===== src/rtl/refill_pkg.sv =====
// -----------------------------------------------------------------------------
// refill_pkg
// Shared definitions for the data-cache refill engine (refill_dados):
//   - refill_state_e : refill FSM state encoding
//   - INDEX_W, TAG_W, LINE_W, WORD_W : cache geometry constants
// -----------------------------------------------------------------------------
package refill_pkg;

    localparam int unsigned INDEX_W = 3;
    localparam int unsigned TAG_W   = 26;
    localparam int unsigned LINE_W  = 64;
    localparam int unsigned WORD_W  = 32;

    typedef enum logic [1:0] {
        IDLE  = 2'd0,
        BEAT0 = 2'd1,
        BEAT1 = 2'd2,
        FILL  = 2'd3
    } refill_state_e;

endpackage


===== src/rtl/refill_dados.sv =====
// -----------------------------------------------------------------------------
// refill_dados
// Data-cache line refill engine. On a miss it latches the line address,
// fetches the two 32-bit words of the 8-byte line from memory (one beat per
// word, each beat held until mem_ack) and then writes the assembled line into
// the cache with a single-cycle fill_we strobe.
//
// Ports:
//   clock       in   system clock
//   reset       in   asynchronous active-high reset
//   miss        in   cache miss request (cache stall output)
//   miss_addr   in   byte address of the missing load
//   mem_req     out  memory read request, held until accepted
//   mem_addr    out  word-aligned memory read address
//   mem_ack     in   memory beat accept, mem_rdata valid same cycle
//   mem_rdata   in   memory read data
//   fill_we     out  one-cycle cache line write strobe
//   fill_index  out  line index  (latched addr[5:3])
//   fill_tag    out  line tag    (latched addr[31:6])
//   fill_data   out  line data, word0 in [31:0], word1 in [63:32]
//   busy        out  high whenever the engine is not idle
//
// Configuration macro:
//   REFILL_CRITICAL_WORD_FIRST_EN - when defined, the first beat fetches the
//   word addressed by the miss (addr[2]); otherwise word0 is always first.
//
// All outputs are registered; they are computed from the next state inside
// the single FSM process.
// -----------------------------------------------------------------------------
module refill_dados
    import refill_pkg::*;
(
    input  logic                clock,
    input  logic                reset,
    input  logic                miss,
    input  logic [31:0]         miss_addr,
    output logic                mem_req,
    output logic [31:0]         mem_addr,
    input  logic                mem_ack,
    input  logic [WORD_W-1:0]   mem_rdata,
    output logic                fill_we,
    output logic [INDEX_W-1:0]  fill_index,
    output logic [TAG_W-1:0]    fill_tag,
    output logic [LINE_W-1:0]   fill_data,
    output logic                busy
);

    refill_state_e state;

    // Word slot fetched by the first beat; the second beat fetches the other.
    logic crit_word;

`ifndef REFILL_CRITICAL_WORD_FIRST_EN
    assign crit_word = 1'b0;
`endif

    // Byte offset bits never take part in line addressing.
    logic unused_addr_bits;
    assign unused_addr_bits = ^miss_addr[2:0];

    // A beat completes only while the request is actually presented.
    logic beat_done;
    assign beat_done = mem_req & mem_ack;

    always_ff @(posedge clock or posedge reset) begin
        if (reset) begin
            state      <= IDLE;
            mem_req    <= 1'b0;
            mem_addr   <= '0;
            fill_we    <= 1'b0;
            fill_index <= '0;
            fill_tag   <= '0;
            fill_data  <= '0;
            busy       <= 1'b0;
`ifdef REFILL_CRITICAL_WORD_FIRST_EN
            crit_word  <= 1'b0;
`endif
        end else begin
            case (state)
                IDLE: begin
                    fill_we <= 1'b0;
                    if (miss) begin
                        // The tag/index registers double as the latched line
                        // address, so later miss_addr changes cannot leak in.
                        fill_tag   <= miss_addr[31:6];
                        fill_index <= miss_addr[5:3];
`ifdef REFILL_CRITICAL_WORD_FIRST_EN
                        crit_word  <= miss_addr[2];
                        mem_addr   <= {miss_addr[31:3], miss_addr[2], 2'b00};
`else
                        mem_addr   <= {miss_addr[31:3], 3'b000};
`endif
                        mem_req    <= 1'b1;
                        busy       <= 1'b1;
                        state      <= BEAT0;
                    end
                end

                BEAT0: begin
                    if (beat_done) begin
                        if (crit_word)
                            fill_data[LINE_W-1:WORD_W] <= mem_rdata;
                        else
                            fill_data[WORD_W-1:0] <= mem_rdata;
                        // Only the word-select bit changes: no carry into the tag.
                        mem_addr <= {fill_tag, fill_index, ~crit_word, 2'b00};
                        state    <= BEAT1;
                    end
                end

                BEAT1: begin
                    if (beat_done) begin
                        if (crit_word)
                            fill_data[WORD_W-1:0] <= mem_rdata;
                        else
                            fill_data[LINE_W-1:WORD_W] <= mem_rdata;
                        mem_req <= 1'b0;
                        fill_we <= 1'b1;
                        state   <= FILL;
                    end
                end

                FILL: begin
                    // miss is still the old request here; it is re-evaluated
                    // in IDLE on the following edge.
                    fill_we <= 1'b0;
                    busy    <= 1'b0;
                    state   <= IDLE;
                end

                default: begin
                    mem_req <= 1'b0;
                    fill_we <= 1'b0;
                    busy    <= 1'b0;
                    state   <= IDLE;
                end
            endcase
        end
    end

endmodule


===== config.mk =====
export PLATFORM = sky130hd
export DESIGN_NAME = refill_dados
export DESIGN_NICKNAME = d
export VERILOG_FILES = /design/src/rtl/refill_pkg.sv /design/src/rtl/refill_dados.sv
export SDC_FILE = /design/constraint.sdc
export NUM_CORES = 1
export LEC_CHECK = 0
export ABC_AREA = 1
export BUFFER_PORTS_ARGS = -buffer_cell sky130_fd_sc_hd__buf_2
export CORE_AREA = 5 5 107 134
export DETAILED_ROUTE_END_ITERATION = 8
export DIE_AREA = 0 0 112 139
export PLACE_DENSITY = 0.8
export SYNTH_ARGS = -nofsm -noshare
export SYNTH_HDL_FRONTEND = slang
export SYNTH_SLANG_ARGS = --single-unit

===== constraint.sdc =====
create_clock -name clock -period 3.6 [get_ports clock]
set_clock_uncertainty 0.2 [all_clocks]
set_input_delay 0.18 -clock clock [delete_from_list [all_inputs] [get_ports clock]]
set_output_delay 0.18 -clock clock [all_outputs]
set_load 0.02 [all_outputs]

### Yosys cells after proc, flatten, opt, wreduce, memory -nomap -nowiden

Index checks and enable logic that the tools add are counted.

* bits in latches: 0
* memories kept: 0
* word-level logic and storage cells: 48
* bits in read-only memories: 0
* flip-flop bits (word level): 130
* RAM bits: 0
* output and inout bits: 128

* equal/unequal tests: 6
* reductions and logical operators: 14
* $mul: 0
* $add $sub $neg: 0
* mux-type cells: 16
* shift operators: 0
* div/mod/pow operators: 0
* bitwise logic cells: 3
* order comparisons: 0

Operators by type and width (number)
* $pmux W64 S2: 1
* $mux W32: 3
* $mux W64: 1
* $pmux W32 S2: 1
* $reduce_and A3 Y1: 5
* $pmux W2 S4: 1
* $reduce_bool A2 Y1: 4
* $mux W2: 3
* $ne A2 B2 Y1 const B: 3
* $pmux W1 S2: 3
* $reduce_and A2 Y1: 3
* $eq A2 B2 Y1 const B: 2
* $mux W1: 3
* $eq A2 B1 Y1 const B: 1
* $logic_not A2 Y1: 1
* $not A1 Y1: 2
* $reduce_or A2 Y1: 1
* $and A1 B1 Y1: 1

### Logic depth before layout (Yosys ltp)

Gate-level depths: netlist of run 1.

* depth after elaboration: 4
* gate-level depth with buffers: 10
* depth with buffers taken out: 7

### Worst setup path after synthesis of run 1

Ideal clock, no wire load.

* path type: register to register
* start point: reg state[1]
* end point: reg mem_addr[6]
* buffers on the path: 3
* slack: 1.962 ns
* stages on the path, launching flop included: 10
* arrival: 1.319 ns
* period minus slack after synthesis: 1.638 ns
* path through: dfrtp_1 > inv_1 > ha_1 > buf_4 > inv_2 > nand2_2 > buf_4 > buf_6 > nand4_1 > nand2_1

* cells in the longest elaborated chain, start to end: 3
* elaborated cells between the ends (all ways): 7
* classes of those cells: eq/ne (3); mux (1); reduce/logical (3)

Ends and longest elaborated chain
* start, declared: RTL line refill_dados.sv:48 `refill_state_e state;`
* start signal, assigned: RTL line refill_dados.sv:67 `state <= IDLE;`
* start signal, assigned: RTL line refill_dados.sv:95 `state <= BEAT0;`
* start signal, assigned: RTL line refill_dados.sv:107 `state <= BEAT1;`
* $eq A2 B1 Y1 or $logic_not A2 Y1 (tied branches): RTL line refill_dados.sv:79 `case (state)`
* $ne A2 B2 Y1 (no source line) or $reduce_bool A2 Y1 (tied branches)
* $reduce_and A3 Y1 (no source line)
* end signal, assigned: RTL line refill_dados.sv:91 `mem_addr <= {miss_addr[31:3], 3'b000};`
* end signal, assigned: RTL line refill_dados.sv:106 `mem_addr <= {fill_tag, fill_index, ~crit_word, 2'b00};`
* end, declared: RTL line refill_dados.sv:38 `output logic [31:0] mem_addr,`

Several ways; a longest one is shown, not always the timed one.
A chain may end at the register's enable or synchronous reset.

### Worst setup path after layout of run 1

* start point: reg state[1]
* end point: reg mem_addr[15]

Same word-level chain as after synthesis.

==> results of run 1 <==
## metrics by stage
stage	cells	setup slack, ns	cell area [sq um]
floorplan	679	1.64	5670
global placement	1003	0.903	6640
detailed placement	1003	0.836	6640
CTS	1097	0.791	7810
global route	1097	0.510	7810
finish	1097	0.774	7810
## layout make-up
type	count	area [sq um]
flip-flops and latches	128	3200
multi-input cells	463	2030
inverters	43	165
well taps	171	214
clock inverters	11	90.1
repair buffers	260	1640
clock buffers	21	460
fillers	1087	5190
## power groups by stage
stage | clock network (mW) | registers (mW) | logic, mW
2_1_floorplan | 0 | 3.26 | 1.59
3_3_place_gp | 0 | 2.50 | 3.31
3_5_place_dp | 0 | 2.51 | 3.41
4_1_cts | 1.63 | 2.51 | 3.46
5_1_grt | 1.71 | 2.60 | 3.83
6_report | 1.60 | 2.53 | 3.46
## cells by family after synthesis
group	Yosys count	synth area share, %
AOI/OAI and AO/OA	66	5.83
adders and majority gates	7	1.55
buffers and inverters	88	7.62
other	1	0.0662
and+or+nand+nor	388	28.4
DFF	128	56.5
## layer usage
layer	up-vias	GRT usage [%]	wire length (um)
li1	2613	-	-
met5	-	0	0
met1	2595	26.5	6630
met3	27	6.68	1250
met4	0	7.41	290
met2	231	38.6	8830
## flip-flops by register name, summed over array words and instances, names as in the netlist
register	count
mem_req	1
fill_tag	26
fill_data	64
state	2
busy	1
fill_index	3
fill_we	1
mem_addr	30
## worst max-delay path: stages (launching register included)
cell and delay [ns]:
dfrtp_1 0.42, inv_1 0.14, ha_1 0.19, inv_2 0.23
nand2_2 0.54, nand3_2 0.64, nand2_1 0.24, nand2_1 0.09
## placed cells by master, fill, tap and decap left out, types with 7 or more instances in the layout
cell type / Yosys / layout
o21ai_1: 9 / 9
inv_1: 42 / 41
nand3_1: 37 / 37
buf_2: 12 / 190
ha_1: 7 / 7
dfrtp_1: 128 / 128
dlygate4sd3_1: 0 / 62
buf_4: 5 / 7
o21ai_0: 57 / 57
clkbuf_16: 0 / 17
nand4_1: 29 / 29
nand2_1: 314 / 314
## worst min path at each step
stage                       startpoint                         to  slack (ns)  depth (start not counted)
after floorplan           miss_addr[3]  fill_index[0]$_DFFE_PP0P_        0.09                          2
after global placement           reset        mem_req$_DFFE_PP0P_        0.04                          2
after detailed placement         reset   fill_tag[19]$_DFFE_PP0P_        0.05                          2
after CTS                         miss   fill_tag[17]$_DFFE_PP0P_        0.12                          5
after global routing              miss    fill_tag[9]$_DFFE_PP0P_        0.16                          5
final                             miss   fill_tag[17]$_DFFE_PP0P_        0.14                          5
==> flow_summary.toml, run 1 <==
[critical_path]
critPathCaptureType = "register"
reg2reg_depth = 7
worstSetupStartpointType = "register"
crit_type = "register to register"
cp_data_arrival_time_ns = 2.91
crit_end = "mem_addr[15]$_DFFE_PP0P_"
rr_endpoint = "mem_addr[15]$_DFFE_PP0P_"
r2r-start = "state[1]$_DFFE_PP0P_"
critical_path.startpoint = "state[1]$_DFFE_PP0P_"
r2r_slack_ns = 0.77
required_ns = 3.68
cp_max_fo = 30

[floorplanning]
ios = 196
core.rowCount = 47
die_h_um = 139
core_area_sq_um = 13000
initial_core_util_pct = 43.6
die_w_um = 112
dieArea_sq_um = 15600

[clock_tree]
cts.repair.resized = 0
htree_levels = 4
cts_inserted_buffers = 17
cts_root_buf = "clkbuf_16"
cts_hold_buf = 62
tritoncts = "yes"
clk_path_buf_depth = 2
clkTransAtPathRegs_ns = 0.06
clock_sinks = 128
clk_latency_ns = 0.40
postCtsSetupBuffers = 0

[global_route]
grt_pass1_wl_um = 28400
antenna_found_initial = 0
overflow = 0
grt_start_max_net_pins = 72
gr-usage-all-layers_pct = 22.3
grt_pass1_vias = 5569

[sta]
hold_viol = 0
relSlewSlack_pct = 28.6
min_period_ns = 2.83
finalSetupTns_ns = 0
tightest_slew_ns = 1.07
setup-violations-final = 0
maxSlewViolCount = 0
min_period_over_period_pct = 78.5
rsz0062_at_grt = "no"
max_freq_mhz = 354
fin_hold_ws_ns = 0.140

[yosys]
post-synth-top-area-cell = "dfrtp_1"
synth_commonest_cells = "314 x nand2_1, 128 x dfrtp_1, 57 x o21ai_0"
synthesis.area_sq_um = 5660
ys_async_sr_fraction_pct = 100
synth_edf_count = 0
ys.flop_type = "dfrtp_1"
syn_area_per_cell_sq_um = 8.35
synthCells = 678
synth.area.top_cells = "dfrtp_1 57%, nand2_1 21%, o21ai_0 5.0%, nand3_1 3.3%, nand4_1 3.2%"
synth_seq_area_share_pct = 56.5
yosysTopAreaCellShare_pct = 56.5
ys_warn_count = 0
yosysUniqueCellTypes = 18
ys_ff_latch = 128
synth_most_common_cell = "nand2_1"

[detailed_routing]
wirelength_um = 17000
first_pass_iters = 5
via_per_inst = 4.98
drc_errors = 0
drtIter0Drc = 443
ant_nets = 0
wl_per_cell_um = 15.5
route.vias.total = 5466

[pwr]
p_switching_mw = 3.45
clkPwrFrac_pct = 21.0
peakVddDrop_mv = 0.439
pwr_density_cell_nw_per_um2 = 972
p_int_mw = 4.14
switching_share_pct = 45.5
p_leak_nw = 4.45
seqPwrFrac_pct = 33.3
p_comb_share_pct = 45.6
finalPower_mw = 7.59

[run_status]
outcome = "finished clean"

[placed_design]
dp_hpwl_um = 10400
port_buffers = 190
gp_congestion = 0.754

[hold_path]
min_path_type = "input port to register"

[flow_run]
drv_cap = 0

[finish]
num_antenna_cells = 0
drive_above_1_share_pct = 25.7
fin_util_pct = 60.1
layout.nets = 988
areaGrowthSynthToFinish_pct = 37.9
Power figures use the tool's default switching activity.
==> run 2: changes to the inputs <==
- clock period: 3.6 -> 2.54 ns (I/O delays scaled with it)
==> flow_summary.toml, run 2 (synthesized netlist as in run 1, its figures left out) <==
[floorplanning]
initial_core_util_pct = 43.6
die_h_um = 139
dieArea_sq_um = 15600
die_w_um = 112
core.rowCount = 47
ios = 196
core_area_sq_um = 13000

[clock_tree]
cts_inserted_buffers = 17
clk_latency_ns = 0.41
cts_root_buf = "clkbuf_16"
clkTransAtPathRegs_ns = 0.05
clk_path_buf_depth = 2
htree_levels = 4
clock_sinks = 128
tritoncts = "yes"

[detailed_routing]
via_per_inst = 4.92
route.vias.total = 5412
first_pass_iters = 5
wirelength_um = 16800
ant_nets = 0
drtIter0Drc = 378
drc_errors = 0
wl_per_cell_um = 15.2

[finish]
mostFrequentLayoutCells = "314 x nand2_1, 190 x buf_2, 128 x dfrtp_1, 62 x dlygate4sd3_1, 57 x o21ai_0"
areaGrowthSynthToFinish_pct = 40.8
largest_register = "fill_data"
largest_reg_flops = 64
layout.nets = 993
drive_above_1_share_pct = 26.0
layout_commonest_cell = "nand2_1"
fin_util_pct = 61.4
final_cell_area_sq_um = 7980
reg_top3 = "fill_data: 64 flops, mem_addr: 30 flops, fill_tag: 26 flops"

[pwr]
p_leak_nw = 4.52
seqPwrFrac_pct = 31.5
p_int_mw = 6.39
clkPwrFrac_pct = 24.3
pwr_density_cell_nw_per_um2 = 1410
p_switching_mw = 4.86
finalPower_mw = 11.3
switching_share_pct = 43.2
peakVddDrop_mv = 0.768
p_comb_share_pct = 44.2

[global_route]
grt_pass1_wl_um = 28000
grt_start_max_net_pins = 129
gr-usage-all-layers_pct = 22.0
overflow = 0
grt_pass1_vias = 5539
antenna_found_initial = 1

[critical_path]
crit_chain = "inv_1, ha_1, inv_2, nand2_2, nand3_4, nand2_1, nand2_1"
slowest_stage = "ha_1"
worstSetupStartpointType = "register"
cpPeakStageDelay_ns = 0.45
crit_type = "register to register"
required_ns = 2.63
critPathCaptureType = "register"
cp_max_fo = 30
path_delay_family = "simple AND/OR/NAND/NOR gates"
crit_path_frequent_cell = "nand2_1"
path_buf_inv = 2
cp_data_arrival_time_ns = 2.14

[hold_path]
min_path_type = "input port to register"

[sta]
setup-violations-final = 0
fin_hold_ws_ns = 0.0357
tightest_slew_ns = 0.783
min_period_ns = 2.06
rsz0062_at_grt = "no"
relSlewSlack_pct = 47.7
max_freq_mhz = 487
min_period_over_period_pct = 80.9
maxSlewViolCount = 0
hold_viol = 0
finalSetupTns_ns = 0

[placed_design]
dp_hpwl_um = 10300
port_buffers = 190
gp_congestion = 0.789
dpl_cell_area_sq_um = 6690

[run_status]
outcome = "finished clean"

[flow_run]
drv_cap = 0
run 2: cell type report:
class	instances	area [sq um]
diodes	1	2.50
well taps	171	214
clock inverters	11	213
fillers	1061	5020
flip-flops and latches	128	3200
clock buffers	19	443
repair buffers	265	1690
inverters	43	165
multi-input cells	463	2040
run 2: path summary, 6_finish.rpt:
kind | startpoint | to | slack, ns | cells past startpoint
setup reg to reg | state[1]$_DFFE_PP0P_ | mem_addr[17]$_DFFE_PP0P_ | 0.48 | 7
setup / recovery | state[1]$_DFFE_PP0P_ | mem_addr[17]$_DFFE_PP0P_ | 0.48 | 7
max in group asynchronous | reset | mem_addr[8]$_DFFE_PP0P_ | 1.31 | 4
hold reg to reg | mem_addr[26]$_DFFE_PP0P_ | mem_addr[26]$_DFFE_PP0P_ | 0.28 | 2
hold / removal | miss | fill_tag[14]$_DFFE_PP0P_ | 0.04 | 5
min in group asynchronous | reset | fill_tag[19]$_DFFE_PP0P_ | 0.24 | 4
run 2: worst register-to-register path, cell delays in order (launching register included):
cell     delay, ns
dfrtp_1       0.43
inv_1         0.15
ha_1          0.45
inv_2         0.09
nand2_2       0.10
nand3_4       0.30
nand2_1       0.18
nand2_1       0.06
run 2: power by group through the flow:
| stage | logic (mW) | clock network, mW | registers, mW |
|---|---|---|---|
| after floorplan | 2.25 | 0 | 4.62 |
| after global placement | 4.77 | 0 | 3.54 |
| after detailed placement | 4.89 | 0 | 3.55 |
| after CTS | 4.98 | 2.79 | 3.54 |
| after global routing | 5.49 | 2.88 | 3.66 |
| final | 4.97 | 2.73 | 3.55 |
run 2: layer usage:
metal | wire length, um | global-route usage (%)
met3 | 1340 | 6.94
met1 | 6380 | 25.5
met4 | 451 | 8.04
met5 | 0 | 0
met2 | 8600 | 38.0
run 2: stage by stage:
step	worst slack (ns)	std cells
6_report	0.485	1101
3_3_place_gp	0.347	1008
5_1_grt	0.281	1101
3_5_place_dp	0.237	1008
2_1_floorplan	0.632	679
4_1_cts	0.206	1100
run 2: repair_timing:
item                       in CTS  in global routing
hold endpoints to repair      250                  0
setup endpoints to repair       0                  1
buffers inserted                0                  0
resized for setup               0                  1
hold buffers                   62                  0
